**src/rtl/reg_wb_arbiter_if.sv**
```systemverilog
// reg_wb_arbiter_if
// Bundles the register-file write-back front end's bus signals.
//   Pipeline write-back : pipe_we_i, pipe_addr_i, pipe_data_i
//   Multi-cycle results : mc_valid_i, mc_addr_i, mc_data_i, mc_ready_o
//   Register-file write : regwrite_o, rdaddr_o, rddata_o
//   Hazard unit         : query_addr_i, query_hit_o, pending_o, stall_o
// Signal suffixes are from the arbiter's point of view.
// The slave modport is taken by the arbiter; master by the surrounding logic.
interface reg_wb_arbiter_if;
  logic        pipe_we_i;
  logic [4:0]  pipe_addr_i;
  logic [31:0] pipe_data_i;
  logic        mc_valid_i;
  logic        mc_ready_o;
  logic [4:0]  mc_addr_i;
  logic [31:0] mc_data_i;
  logic        regwrite_o;
  logic [4:0]  rdaddr_o;
  logic [31:0] rddata_o;
  logic [4:0]  query_addr_i;
  logic        query_hit_o;
  logic        pending_o;
  logic        stall_o;

  modport slave (
    input  pipe_we_i, pipe_addr_i, pipe_data_i,
    input  mc_valid_i, mc_addr_i, mc_data_i,
    output mc_ready_o,
    output regwrite_o, rdaddr_o, rddata_o,
    input  query_addr_i,
    output query_hit_o, pending_o, stall_o
  );

  modport master (
    output pipe_we_i, pipe_addr_i, pipe_data_i,
    output mc_valid_i, mc_addr_i, mc_data_i,
    input  mc_ready_o,
    input  regwrite_o, rdaddr_o, rddata_o,
    output query_addr_i,
    input  query_hit_o, pending_o, stall_o
  );
endinterface

```
**src/rtl/reg_wb_arbiter.sv**
```systemverilog
// reg_wb_arbiter
// Write-side front end of the 32x32 register file. Single-cycle pipeline
// write-backs take priority; multi-cycle results are buffered in a FIFO and
// drained on cycles the pipeline leaves the write port free. A starvation
// counter forces a one-cycle stall so the FIFO head eventually drains.
// Ports:
//   clk_i   : clock, rising edge
//   rst_n_i : asynchronous reset, active-low
//   bus     : reg_wb_arbiter_if.slave (pipeline, multi-cycle handshake,
//             register-file write port, hazard query)
// Parameters:
//   DEPTH        : FIFO entries, power of 2, >= 2
//   STARVE_LIMIT : pipeline-write cycles with FIFO pending before a stall (1..255)
// Build option:
//   WB_ZERO_FILTER_EN : suppress writes to register 0 and ignore
//                       zero-address entries in the pending query.
module reg_wb_arbiter #(
  parameter int DEPTH        = 4,
  parameter int STARVE_LIMIT = 8
) (
  input logic            clk_i,
  input logic            rst_n_i,
  reg_wb_arbiter_if.slave bus
);
  localparam int PW = $clog2(DEPTH);
  localparam int CW = PW + 1;

  logic [PW-1:0] wr_ptr_q, wr_ptr_d, rd_ptr_q, rd_ptr_d;
  logic [CW-1:0] count_q, count_d;
  logic [7:0]    starve_q, starve_d;
  logic          stall_q, stall_d;
  logic          regwrite_q, regwrite_d;
  logic [4:0]    rdaddr_q, rdaddr_d;
  logic [31:0]   rddata_q, rddata_d;

  // Entry storage is not reset; validity is tracked by the pointers/count.
  logic [4:0]    addr_mem [DEPTH];
  logic [31:0]   data_mem [DEPTH];

  logic          full, empty, push, pop, starve_cond, hit;
  logic [8:0]    starve_inc;
  logic [PW-1:0] offset;

  assign full  = (count_q == CW'(DEPTH));
  assign empty = (count_q == '0);
  assign push  = bus.mc_valid_i && !full;
  assign pop   = !bus.pipe_we_i && !empty;

  assign bus.mc_ready_o  = !full;
  assign bus.pending_o   = !empty;
  assign bus.stall_o     = stall_q;
  assign bus.regwrite_o  = regwrite_q;
  assign bus.rdaddr_o    = rdaddr_q;
  assign bus.rddata_o    = rddata_q;
  assign bus.query_hit_o = hit;

  always_comb begin
    wr_ptr_d = push ? wr_ptr_q + PW'(1) : wr_ptr_q;
    rd_ptr_d = pop  ? rd_ptr_q + PW'(1) : rd_ptr_q;
    unique case ({push, pop})
      2'b10:   count_d = count_q + CW'(1);
      2'b01:   count_d = count_q - CW'(1);
      default: count_d = count_q;
    endcase
  end

  // Write-port arbitration: pipeline first, then FIFO head, else idle with
  // address/data held.
  always_comb begin
    regwrite_d = 1'b0;
    rdaddr_d   = rdaddr_q;
    rddata_d   = rddata_q;
    if (bus.pipe_we_i) begin
`ifdef WB_ZERO_FILTER_EN
      regwrite_d = |bus.pipe_addr_i;
`else
      regwrite_d = 1'b1;
`endif
      rdaddr_d   = bus.pipe_addr_i;
      rddata_d   = bus.pipe_data_i;
    end else if (pop) begin
`ifdef WB_ZERO_FILTER_EN
      regwrite_d = |addr_mem[rd_ptr_q];
`else
      regwrite_d = 1'b1;
`endif
      rdaddr_d   = addr_mem[rd_ptr_q];
      rddata_d   = data_mem[rd_ptr_q];
    end
  end

  // Starvation: the stall is registered on the edge where the counter would
  // reach the limit, so it shows up the cycle after the last starved write.
  always_comb begin
    starve_cond = bus.pipe_we_i && !empty;
    starve_inc  = {1'b0, starve_q} + 9'd1;
    starve_d    = 8'd0;
    stall_d     = 1'b0;
    if (starve_cond) begin
      if (starve_inc == 9'(STARVE_LIMIT)) stall_d = 1'b1;
      else                                 starve_d = starve_inc[7:0];
    end
  end

  // An entry is valid when its distance from the read pointer is below the
  // count; the head being popped this cycle is still counted.
  always_comb begin
    hit    = 1'b0;
    offset = '0;
    for (int i = 0; i < DEPTH; i++) begin
      offset = PW'(i) - rd_ptr_q;
`ifdef WB_ZERO_FILTER_EN
      if ((CW'(offset) < count_q) && (addr_mem[i] == bus.query_addr_i) && (|addr_mem[i]))
        hit = 1'b1;
`else
      if ((CW'(offset) < count_q) && (addr_mem[i] == bus.query_addr_i))
        hit = 1'b1;
`endif
    end
  end

  always_ff @(posedge clk_i or negedge rst_n_i) begin
    if (!rst_n_i) begin
      wr_ptr_q   <= '0;
      rd_ptr_q   <= '0;
      count_q    <= '0;
      starve_q   <= '0;
      stall_q    <= 1'b0;
      regwrite_q <= 1'b0;
      rdaddr_q   <= '0;
      rddata_q   <= '0;
    end else begin
      wr_ptr_q   <= wr_ptr_d;
      rd_ptr_q   <= rd_ptr_d;
      count_q    <= count_d;
      starve_q   <= starve_d;
      stall_q    <= stall_d;
      regwrite_q <= regwrite_d;
      rdaddr_q   <= rdaddr_d;
      rddata_q   <= rddata_d;
    end
  end

  always_ff @(posedge clk_i) begin
    if (push) begin
      addr_mem[wr_ptr_q] <= bus.mc_addr_i;
      data_mem[wr_ptr_q] <= bus.mc_data_i;
    end
  end
endmodule
```
**src/flat_wrapper.sv**
```systemverilog
// flat-port wrapper written by rule: the top's interface ports become plain ports
module reg_wb_arbiter_flat 
#(
  parameter int DEPTH        = 4,
  parameter int STARVE_LIMIT = 8
)
  (clk_i, rst_n_i, bus_pipe_we_i, bus_pipe_addr_i, bus_pipe_data_i, bus_mc_valid_i, bus_mc_addr_i, bus_mc_data_i, bus_mc_ready_o, bus_regwrite_o, bus_rdaddr_o, bus_rddata_o, bus_query_addr_i, bus_query_hit_o, bus_pending_o, bus_stall_o);
  reg_wb_arbiter_if bus_i ();
  input logic clk_i;
  input logic rst_n_i;
  input wire logic [$bits(bus_i.pipe_we_i)-1:0] bus_pipe_we_i;
  input wire logic [$bits(bus_i.pipe_addr_i)-1:0] bus_pipe_addr_i;
  input wire logic [$bits(bus_i.pipe_data_i)-1:0] bus_pipe_data_i;
  input wire logic [$bits(bus_i.mc_valid_i)-1:0] bus_mc_valid_i;
  input wire logic [$bits(bus_i.mc_addr_i)-1:0] bus_mc_addr_i;
  input wire logic [$bits(bus_i.mc_data_i)-1:0] bus_mc_data_i;
  output wire logic [$bits(bus_i.mc_ready_o)-1:0] bus_mc_ready_o;
  output wire logic [$bits(bus_i.regwrite_o)-1:0] bus_regwrite_o;
  output wire logic [$bits(bus_i.rdaddr_o)-1:0] bus_rdaddr_o;
  output wire logic [$bits(bus_i.rddata_o)-1:0] bus_rddata_o;
  input wire logic [$bits(bus_i.query_addr_i)-1:0] bus_query_addr_i;
  output wire logic [$bits(bus_i.query_hit_o)-1:0] bus_query_hit_o;
  output wire logic [$bits(bus_i.pending_o)-1:0] bus_pending_o;
  output wire logic [$bits(bus_i.stall_o)-1:0] bus_stall_o;
  assign bus_i.pipe_we_i = bus_pipe_we_i;
  assign bus_i.pipe_addr_i = bus_pipe_addr_i;
  assign bus_i.pipe_data_i = bus_pipe_data_i;
  assign bus_i.mc_valid_i = bus_mc_valid_i;
  assign bus_i.mc_addr_i = bus_mc_addr_i;
  assign bus_i.mc_data_i = bus_mc_data_i;
  assign bus_mc_ready_o = bus_i.mc_ready_o;
  assign bus_regwrite_o = bus_i.regwrite_o;
  assign bus_rdaddr_o = bus_i.rdaddr_o;
  assign bus_rddata_o = bus_i.rddata_o;
  assign bus_i.query_addr_i = bus_query_addr_i;
  assign bus_query_hit_o = bus_i.query_hit_o;
  assign bus_pending_o = bus_i.pending_o;
  assign bus_stall_o = bus_i.stall_o;
  reg_wb_arbiter #(.DEPTH(DEPTH), .STARVE_LIMIT(STARVE_LIMIT)) u_core (.clk_i(clk_i), .rst_n_i(rst_n_i), .bus(bus_i));
endmodule
```
**config.mk**
```make
export PLATFORM = sky130hd
export DESIGN_NAME = reg_wb_arbiter_flat
export DESIGN_NICKNAME = d
export VERILOG_FILES = /design/src/rtl/reg_wb_arbiter_if.sv /design/src/rtl/reg_wb_arbiter.sv /design/src/flat_wrapper.sv
export SDC_FILE = /design/constraint.sdc
export NUM_CORES = 1
export LEC_CHECK = 0
export CAP_MARGIN = 20
export CORE_UTILIZATION = 60
export CTS_BUF_LIST = sky130_fd_sc_hd__clkbuf_8
export CTS_CLUSTER_DIAMETER = 40
export CTS_CLUSTER_SIZE = 25
export DETAILED_ROUTE_END_ITERATION = 6
export PLACE_DENSITY = 0.83
export SYNTH_ARGS = -nofsm -noshare
export SYNTH_HDL_FRONTEND = slang
export SYNTH_SLANG_ARGS = --single-unit
```
**constraint.sdc**
```tcl
create_clock -name clk_i -period 4.3 [get_ports clk_i]
set_clock_uncertainty 0.05 [all_clocks]
set_input_delay 0.43 -clock clk_i [delete_from_list [all_inputs] [get_ports clk_i]]
set_output_delay 0.43 -clock clk_i [all_outputs]
set_load 0.05 [all_outputs]
```
==> results.toml <==
[yosys]
synth_edf_count = 148
ys.warnings.count = 0
synth_cell_types = 38
synth_seq_area_share_pct = 69.7
synth_top_flop_cell = "edfxtp_1"
syn-instance-count = 486
ys_seq_elements = 202
async_reset_ff_share_pct = 26.7
syn-num-nets = 581
syn_avg_cell_area_um2 = 17.1
synth_area_um2 = 8320

[route]
drt_pass1_iterations = 4
wire_per_inst_um = 20.2
drt_wl_total_mm = 16.4
dr.first_iter.drc_count = 379
drc = 0
ant_nets = 0
viasPerCell = 5.72
num_vias = 4648

[critical_path]
end_kind = "output port"
startpoint_type = "flip-flop"
critPathKind = "reg2out"
crit_start = "u_core.count_q[1]"
r2r-start = "u_core.count_q[1]"
worst_ep_required_time_ps = 3820
cp_max_fo = 6
worst-endpoint-arrival_ps = 3060

[timing]
slew_viol_final = 0
finalSetupTns_ps = 0
setup_violations = 0
final_hold_viol_count = 0
finalWorstSetupSlack_ps = 764
period_needed_ps = 3540
rsz0062_at_grt = "no"
max_freq_mhz = 283
relSlewSlack_pct = 28.9
finalCritPeriodShare_pct = 82.2
tightest_slew_ps = 1070
worst_hold_slack_ps = 1.54

[clocking]
clkTransAtPathRegs_ps = 100
cts_resized = 0
cts_root_buf = "clkbuf_8"
cts_max_level = 1
insertion_delay_ps = 540
cts_buffers = 25
cts_setup_buffers = 0
cts_sinks = 202
cts_tree = "done"
cts_hold_buf = 0
clockBufferDepth = 3

[grt]
grt_pass1_vias = 5087
overflow = 0
grt_util_all_layers_pct = 24.4
grt_max_degree = 77
grt_pass1_wl_mm = 26.4
antenna_found_initial = 0

[cells_and_area]
diodes = 0
instances_no_fill = 813
syn_to_final_growth_pct = 23.6
design_area_um2 = 10300
drive_above_1_share_pct = 14.8
fillers = 792
post-route-util_pct = 76.7
nNetsFinal = 713
multi_input_area_um2 = 2340
ff_latch_area_um2 = 5800

[outcome]
status = "finished, final reports clean"

[floorplan]
rows = 42
die_area_um2 = 14300
io-pin-count = 125
die_x_um = 120
chipHeight_um = 120
start_util_pct = 62.1
core_um2 = 13400

[placement]
post-place-ws_ps = 1280
dp_cells = 767
dp_hpwl_mm = 10.1
routabilityCongestion = 0.896
io_buffers = 124
dpl_cell_area_um2 = 9660

[power_and_ir_drop]
leakagePower_nw = 3.88
power_mw = 6.80
ir_drop_uv = 541
p_per_area_nw_per_um2 = 662

[hold_path]
min_path_type = "in2async"

[job]
cap_violations = 0
metal layers:
| metal | GRT usage [%] | part of all wire [%] | vias to the layer above | wire length (um) |
|---|---|---|---|---|
| met3 | 3.28 | 4.1 | 25 | 680 |
| met2 | 43.7 | 53 | 133 | 8650 |
| li1 | - | - | 2123 | - |
| met5 | 0 | 0 | - | 0 |
| met4 | 6.25 | 1.8 | 0 | 291 |
| met1 | 31.6 | 41 | 2367 | 6810 |
flip-flops by register name, summed over array words and instances (netlist names), 2 cells and up:
register             flops
u_core.data_mem        128
u_core.rd_ptr_q          2
u_core.starve_q          8
u_core.count_q           3
u_core.bus.rddata_o     32
u_core.wr_ptr_q          2
u_core.bus.rdaddr_o      5
u_core.addr_mem         20
power by group:
group / internal [mW] / total [mW] / switching (mW)
Clock: 0.723 / 1.58 / 0.855
Combinational: 1.01 / 2.44 / 1.43
Sequential: 2.58 / 2.78 / 0.201
critical path, stage by stage, from the launching register on:
cell and delay [ps]:
dfrtp_1 410, inv_1 210, ha_1 300, a21oi_2 110, nor2_1 50, o2111ai_1 190, nor3_1 70, or4_1 510
clkdlybuf4s50_1 710
cells by family after synthesis:
logic type / after synthesis / share of synthesized area [%]
xor+xnor: 34 / 3.58
mux: 74 / 14.7
compound gates: 50 / 3.34
buf+inv: 33 / 2.21
flops: 202 / 69.7
simple gates: 81 / 4.54
fa+ha+maj: 12 / 1.90
final cells by class:
| class | instances | area share, % |
|---|---|---|
| flip-flops and latches | 202 | 56.4 |
| multi-input cells | 251 | 22.8 |
| repair buffers | 129 | 12.3 |
| clock buffers | 26 | 3.48 |
| clock inverters | 20 | 2.50 |
| well taps | 176 | 2.14 |
| inverters | 9 | 0.329 |
path summary, 6_finish.rpt:
path | slack [ps] | cells past startpoint | endpoint
setup / recovery | 760 | 8 | bus_query_hit_o
hold / removal | 2 | 2 | u_core.bus.rddata_o[18]
setup reg to reg | 1920 | 10 | u_core.count_q[2]
hold reg to reg | 500 | 1 | u_core.starve_q[0]
max in group asynchronous | 3610 | 2 | u_core.rd_ptr_q[1]
min in group clk_i | 190 | 3 | u_core.rd_ptr_q[0]
placed cells by master, fill, tap and decap left out, types with 5 or more instances in the layout:
cell / count
mux2i_1: 37
inv_1: 8
xor2_1: 15
dfrtp_1: 52
mux4_1: 6
xnor2_1: 19
nor3_1: 6
clkinv_8: 5
o21ai_0: 35
mux4_2: 31
nand2_1: 42
nor2_1: 10
clkdlybuf4s50_1: 122
buf_4: 5
clkbuf_8: 26
edfxtp_1: 148
ha_1: 11
cell usage after synthesis (5+ instances only):
library cell / instances / share of area, %
and3_1: 5 / 0.38
buf_6: 7 / 0.95
clkbuf_1: 8 / 0.36
dfrtp_1: 54 / 16
edfxtp_1: 148 / 53
ha_1: 11 / 1.7
inv_1: 8 / 0.36
mux2i_1: 37 / 4.5
mux4_1: 6 / 1.9
mux4_2: 31 / 8.4
nand2_1: 42 / 1.9
nor2_1: 10 / 0.45
nor3_1: 6 / 0.36
o21ai_0: 35 / 2.1
xnor2_1: 19 / 2.0
xor2_1: 15 / 1.6
(Power assumes the default switching activity.)
